$ cat src/rtl/rej_bounded_sampler.sv
// rej_bounded_sampler: parallel eta-bounded rejection sampler with an in-order compaction buffer
module rej_bounded_sampler #(
    parameter int NUM_NIBBLES   = 8,
    parameter int NUM_COEFF_OUT = 4,
    parameter int BUF_DEPTH     = 16,
    parameter int NUM_COEFF     = 256,
    parameter int REJ_Q         = 8380417,
    parameter int COEFF_W       = 23
) (
    input  logic                               clk,
    input  logic                               rst_b,
    input  logic                               zeroize,
    input  logic                               start,
    input  logic                               eta_mode,
    input  logic                               in_valid,
    output logic                               in_ready,
    input  logic [4*NUM_NIBBLES-1:0]           in_data,
    output logic                               out_valid,
    input  logic                               out_ready,
    output logic [NUM_COEFF_OUT*COEFF_W-1:0]   out_data,
    output logic                               done
);
    localparam int CW = $clog2(BUF_DEPTH + 1);
    localparam int KW = $clog2(NUM_COEFF + 1);
    localparam int BW = BUF_DEPTH * COEFF_W;

    typedef enum logic [1:0] {IDLE, RUN, DONE} state_t;

    state_t               state_q, state_d;
    logic                 eta_q, eta_d;
    logic [CW-1:0]        count_q, count_d;
    logic [KW-1:0]        ctr_q, ctr_d;
    logic [BW-1:0]        buf_q, buf_d;
    logic [NUM_NIBBLES-1:0] acc;
    logic [COEFF_W-1:0]   coeff [NUM_NIBBLES];
    logic                 in_fire, out_fire, last;

    assign in_ready  = state_q == RUN && count_q <= CW'(BUF_DEPTH - NUM_NIBBLES);
    assign out_valid = state_q == RUN && count_q >= CW'(NUM_COEFF_OUT);
    assign out_data  = buf_q[NUM_COEFF_OUT*COEFF_W-1:0];
    assign done      = state_q == DONE;
    assign in_fire   = in_valid && in_ready;
    assign out_fire  = out_valid && out_ready;
    assign last      = out_fire && ctr_q == KW'(NUM_COEFF - NUM_COEFF_OUT);

    // Classify every nibble: accept flag and its small signed value folded into [0, REJ_Q)
    always_comb begin : classify
        logic [3:0] t, f, r, s, ns;
        acc = '0;
        for (int j = 0; j < NUM_NIBBLES; j++) begin
            t        = in_data[4*j +: 4];
            f        = {2'b00, t[1:0]} - {2'b00, t[3:2]};
            r        = f[3] ? f + 4'd5 : f;
            s        = eta_q ? 4'd4 - t : 4'd2 - r;
            ns       = 4'd0 - s;
            acc[j]   = eta_q ? t < 4'd9 : t != 4'd15;
            coeff[j] = s[3] ? COEFF_W'(REJ_Q) - COEFF_W'(ns) : COEFF_W'(s);
        end
    end

    // Next state and eta latch
    always_comb begin
        state_d = state_q;
        eta_d   = eta_q;
        if (state_q == IDLE && start) begin
            state_d = RUN;
            eta_d   = eta_mode;
        end
        if (state_q == RUN && last)
            state_d = DONE;
        if (state_q == DONE)
            state_d = IDLE;
    end

    // Buffer shift-out plus in-order append of accepted coefficients behind survivors
    always_comb begin : datapath
        logic [BW-1:0] sh;
        int base, pos;
        sh    = out_fire ? buf_q >> (NUM_COEFF_OUT * COEFF_W) : buf_q;
        base  = int'(count_q) - (out_fire ? NUM_COEFF_OUT : 0);
        buf_d = '0;
        for (int i = 0; i < BUF_DEPTH; i++)
            if (i < base)
                buf_d[i*COEFF_W +: COEFF_W] = sh[i*COEFF_W +: COEFF_W];
        pos = base;
        for (int j = 0; j < NUM_NIBBLES; j++)
            if (in_fire && acc[j]) begin
                for (int i = 0; i < BUF_DEPTH; i++)
                    if (i == pos)
                        buf_d[i*COEFF_W +: COEFF_W] = coeff[j];
                pos = pos + 1;
            end
        count_d = CW'(pos);
        ctr_d   = out_fire ? ctr_q + KW'(NUM_COEFF_OUT) : ctr_q;
        if (state_d != RUN) begin
            buf_d   = '0;
            count_d = '0;
            ctr_d   = '0;
        end
    end

    // State registers; zeroize clears exactly like reset
    always_ff @(posedge clk) begin
        if (!rst_b || zeroize) begin
            state_q <= IDLE;
            eta_q   <= 1'b0;
            count_q <= '0;
            ctr_q   <= '0;
            buf_q   <= '0;
        end else begin
            state_q <= state_d;
            eta_q   <= eta_d;
            count_q <= count_d;
            ctr_q   <= ctr_d;
            buf_q   <= buf_d;
        end
    end
endmodule

$ cat config.mk
export PLATFORM = sky130hd
export DESIGN_NAME = rej_bounded_sampler
export DESIGN_NICKNAME = d
export VERILOG_FILES = /design/src/rtl/rej_bounded_sampler.sv
export SDC_FILE = /design/constraint.sdc
export NUM_CORES = 2
export LEC_CHECK = 0
export BUFFER_PORTS_ARGS = -buffer_cell sky130_fd_sc_hd__buf_2
export CORE_MARGIN = 5
export CORE_UTILIZATION = 30
export CTS_BUF_LIST = sky130_fd_sc_hd__clkbuf_2
export DETAILED_ROUTE_END_ITERATION = 10
export GPL_TIMING_DRIVEN = 1
export PLACE_DENSITY_LB_ADDON = 0.05
export SETUP_SLACK_MARGIN = 0.3
export SLEW_MARGIN = 40
export SYNTH_ARGS = -nofsm -noshare
export SYNTH_HDL_FRONTEND = slang
export SYNTH_SLANG_ARGS = --single-unit
$ cat constraint.sdc
create_clock -name clk -period 27.1 [get_ports clk]
set_input_delay 6.775 -clock clk [delete_from_list [all_inputs] [get_ports clk]]
set_output_delay 6.775 -clock clk [all_outputs]
set_load 0.02 [all_outputs]
Word-level counts from Yosys, hierarchy flattened
Cells that the tools add are included.

storage, ports and cells
  bits in registers = 385
  output and inout bits = 95
  word-level logic and storage cells = 445

cells by class
  add/sub/neg operators = 58
  magnitude comparators = 26
  eq/ne operators = 132
  mux-type cells = 197
  reductions and logical operators = 27

operator list
  kind                                                number
  2-to-1 mux 23 bit                                   152
  2-to-1 mux 368 bit                                  9
  == test 5 x 32 -> 1 bit (first input constant)      56
  == test 4 x 32 -> 1 bit (first input constant)      28
  == test 3 x 32 -> 1 bit (first input constant)      14
  zero test 32 bit                                    8
  == test 2 x 32 -> 1 bit (first input constant)      7
  2-to-1 mux 32 bit                                   7
  adder 32 x 2 -> 32 bit (second input constant)      6
  subtractor 14 x 5 -> 15 bit (first input constant)  8
  2-to-1 mux 4 bit                                    16
  == test 5 x 6 -> 1 bit (first input constant)       8
  < comparator 5 x 6 -> 1 bit (first input constant)  8
  adder 4 x 3 -> 4 bit (second input constant)        8
  < comparator 4 bit (second input constant)          8
  != test 4 bit (second input constant)               8
  subtractor 1 x 4 -> 4 bit (first input constant)    8
  subtractor 2 x 4 -> 4 bit (first input constant)    8
  subtractor 3 x 4 -> 4 bit (first input constant)    8
  == test 4 x 6 -> 1 bit (first input constant)       4
  < comparator 4 x 6 -> 1 bit (first input constant)  4
  subtractor 2 x 2 -> 3 bit                           8
  logical AND 1 bit                                   15
  == test 3 x 6 -> 1 bit (first input constant)       2
  22 further kinds                                    32

Longest topological paths before layout
  depth in word-level cells = 24
  depth in mapped cells = 42
  mapped depth without buffers = 34

Worst setup path before layout
Ideal clock, no wire load.

  path kind = input to register
  from = input port out_ready
  to = register buf_q[14]
  arrival time = 15.688 ns
  required time = 26.959 ns
  path slack = 11.271 ns
  stages = 35
  cells stage by stage = nand2_1 -> inv_1 -> clkbuf_1 -> buf_1 -> clkbuf_1 -> ha_1 -> ha_1 -> xor2_1 -> clkbuf_1 -> nand3_1 -> o31ai_1 -> inv_1 -> clkbuf_1 -> nand3_1 -> ha_1 -> nor3_1 -> nand3_1 -> a2111oi_0 -> a311oi_1 -> nor3_2 -> xor2_1 -> nand4_1 -> nor4_1 -> o21ai_0 -> nor3_1 -> xor2_1 -> o31a_1 -> o41ai_2 -> a41oi_1 -> nor4_4 -> nand2_1 -> buf_2 -> buf_6 -> o41ai_4 -> a21oi_1

on the way
  cells in the longest elaborated chain, start to end = 21
  elaborated cells on any way between the ends = 50
  those cells by class = 8 x add/sub; 1 x order compare; 1 x eq/ne; 28 x mux; 12 x reduce/logical

RTL lines
  element                                                                          line  RTL
  from (decl)                                                                      19    input logic out_ready,
  logical AND 1 bit *                                                              43    assign out_fire = out_valid && out_ready;
  named net out_fire                                                               36    logic in_fire, out_fire, last;
  parallel branches: the longest is 20 deep, another holds adder 32 x 2 -> 32 bit  -
  to (signal assigned)                                                             115   buf_q <= buf_d;
  to (decl)                                                                        33    logic [BW-1:0] buf_q, buf_d;

Mark *: on every way through the listed nets, which the timed path passes.
A chain may end at the register's enable or synchronous reset.

Worst setup path after layout
  from = input port out_ready
  to = register buf_q[258]

on the way
  cells in the longest elaborated chain, start to end = 21
  elaborated cells on any way between the ends = 50
  those cells by class = 8 x add/sub; 1 x order compare; 9 x eq/ne; 28 x mux; 4 x reduce/logical

RTL lines
  element                                                                          line
  logical AND 1 bit *                                                              43
  parallel branches: the longest is 20 deep, another holds adder 32 x 2 -> 32 bit  -

Mark *: on every way between the ends.

==> impl_metrics.tcl <==
set metrics [dict create \
    critPathSlowestCell "or3_1" \
    synth_most_common_cell "nand2_1" \
    routedWlPerCell_um 28.7 \
    worstRegToRegCells 31 \
    yosysWarnings 0 \
    grt_usage 0.320 \
    tightestPinTransition_ps 1120 \
    crit_required_ps 28530 \
    finalCriticalPeriod_ps 17030 \
    crit_path_max_incr_delay_ps 750 \
    finalCritPeriodShare 0.628 \
    cts.path.max_buffers 3 \
    avgSynthCellArea_um2 6.29 \
    hold_viol_final 0 \
    wl_um 236000 \
    clk_pin_slew_ps 110 \
    num_io_pins 134 \
    post-synth-top-area-cell "dfxtp_1" \
    setup_viol 0 \
    clock-sinks 383 \
    dieArea_um2 142000 \
    root_buffer "clkbuf_2" \
    numCtsBuffers 130 \
    finalWorstSetupSlack_ps 10070 \
    yosysSeqAreaShare 0.190 \
    hpwl_um 173000 \
    synthCells 6404 \
    fin_worst_skew_ps 123 \
    yosysTopAreaCellShare 0.190 \
    vdd_ir_drop_max_mv 0.0436 \
    cts_tree "built" \
    nNetsFinal 6504 \
    ant_nets 0 \
    p_leak_nw 18.0 \
    drt_iter0_markers 5540 \
    syn-cell-area_um2 40300 \
    first_pass_iters 7 \
    end_kind "flop" \
    maxSlewHeadroom 0.257 \
    slew_violations 0 \
    port_buffers 133 \
    rrSetupSlack_ps 14190 \
    synth.distinct_cells 103 \
    yosys-top-cells-count "1482 x nand2_1, 881 x a21oi_1, 690 x nor2_1" \
    hold_path_end "ctr_q[7]" \
    via_count 48800 \
    async_reset_ff_frac 0 \
    critPathLaunchType "input pin" \
    holdPathStages 2 \
    hp-class "flop to flop" \
    timing.rr.start "count_q[4]" \
    core_um2 133000 \
    drive_gt1_frac 0.115 \
    power_density_nw_per_um2 44.9 \
    drv_cap 0 \
    rsz0062_at_grt "false" \
    ys.flop_type "dfxtp_1" \
    first_global_vias 46700 \
    critical_path_class "input pin to flop" \
    nFillCells 15200 \
    syn_nets 6557 \
    clock_latency_ps 1530 \
    drc_errors 0 \
    synth_edf_count 0 \
    hold_start "ctr_q[7]" \
    num_rows 134 \
    postCtsSetupRepairBufs 0 \
    setup_tns_ps 0 \
    grt_first_pass_wirelength_um 335000 \
    hold_buffers 0 \
    arrival_ps 18460 \
    grt_max_degree 95 \
    finalWeightedCongestion 1.01 \
    cp_max_fo 76 \
    start_util 0.302 \
    synth_seq_cells 383 \
    die_y_um 377 \
    syn2layout_area_growth_pct 10.6 \
    fmax_mhz 58.7 \
    placed_area_um2 43200 \
    pre_cts_ws_ps 8550 \
    cts_resized 0 \
    h-tree-depth 4 \
    viasPerCell 5.94 \
    reg2reg_to "buf_q[258]" \
    fin_area_um2 44600 \
    antenna_found_initial 20 \
    grt.overflow.total 0 \
    die_x_um 377 \
    synthTopCellsByArea "dfxtp_1 19%, nand2_1 14%, a21oi_1 11%, o21ai_0 7.3%, nor2_1 6.4%" \
    status "finished, final reports clean" \
]
## where the power goes
part / switching [W] / leakage (nW) / internal [W]
Sequential: 0.00000330 / 3.09 / 0.000565
Combinational: 0.000716 / 14.1 / 0.000179
Clock: 0.000324 / 0.872 / 0.000215
## sequential cells by signal, indices dropped and copies added, names as in the netlist
| register | count |
|---|---|
| eta_q | 1 |
| count_q | 5 |
| buf_q | 368 |
| ctr_q | 7 |
| state_q | 2 |
## critical path, delay by kind of cell
kind	cells	cell delay, ps
adder cells (fa/ha/maj)	2	790
XOR/XNOR	2	770
AO/OA/AOI/OAI	8	2710
buffers and inverters	5	1830
AND/OR/NAND/NOR	13	5350
## layout by cell type, fill, tap and decap left out, types with 17 or more instances in the layout
cell	Yosys	layout
a211oi_1	48	48
a21boi_0	31	30
a21o_1	33	33
a21oi_1	881	865
a31oi_1	78	73
and2_1	62	63
and3_1	36	35
and4_1	17	17
buf_2	30	134
buf_4	95	157
clkbuf_2	0	177
clkinv_1	0	27
dfxtp_1	383	382
diode_2	0	23
ha_1	106	105
inv_1	110	109
mux2_2	19	19
mux2i_1	250	245
nand2_1	1482	1473
nand2b_1	22	20
nand3_1	177	175
nand4_1	73	73
nor2_1	690	676
nor2b_1	24	22
nor3_1	84	76
nor4_1	39	27
o211ai_1	81	81
o21a_1	19	19
o21ai_0	591	575
o21ai_2	4	18
o221ai_1	60	60
or3_1	33	33
xnor2_1	117	97
xnor2_2	1	17
xor2_1	47	45
## per-stage QoR
stage / instances / total power [W] / hold slack (ps) / util
2_1_floorplan: 6404 / 0.000900 / 454 / -
3_3_place_gp: 7961 / 0.00139 / 481 / 0.320
3_5_place_dp: 7982 / 0.00141 / 486 / 0.324
4_1_cts: 8199 / 0.00196 / 500 / 0.333
5_1_grt: 8216 / 0.00203 / 532 / 0.334
6_report: 8227 / 0.00200 / 495 / 0.334
## cell families after synthesis
kind of cell,synth area share
AND/OR/NAND/NOR,0.299
AO/OA/AOI/OAI,0.301
buffers and inverters,0.0668
flip-flops,0.190
multiplexers,0.0681
XOR/XNOR,0.0376
adder cells (fa/ha/maj),0.0369
## how the worst max path moves through the flow
stage,slack [ps],depth (start not counted),from,end
finish,10070,30,out_ready,buf_q[258]
global placement,8000,31,out_ready,buf_q[322]
detailed placement,8550,30,out_ready,buf_q[255]
global route,9300,31,out_ready,buf_q[264]
CTS,10160,31,out_ready,buf_q[255]
floorplan,11270,35,out_ready,buf_q[14]
## cell type report
| type | count | area, um^2 | share of cell area |
|---|---|---|---|
| Antenna cell | 23 | 57.6 | 0.00129 |
| Tap cell | 1768 | 2210 | 0.0496 |
| Clock buffer | 176 | 881 | 0.0198 |
| Inverter | 112 | 425 | 0.00954 |
| Clock inverter | 41 | 288 | 0.00646 |
| Multi-Input combinational cell | 5412 | 30900 | 0.692 |
| Sequential cell | 383 | 7670 | 0.172 |
| Timing Repair Buffer | 312 | 2180 | 0.0489 |
## metal layers
metal  wire length, um  GRT usage
met2            101000      0.493
met5               133    0.00708
met4             14000      0.165
met1             98000      0.409
met3             22400     0.0878
(Power assumes the default switching activity.)
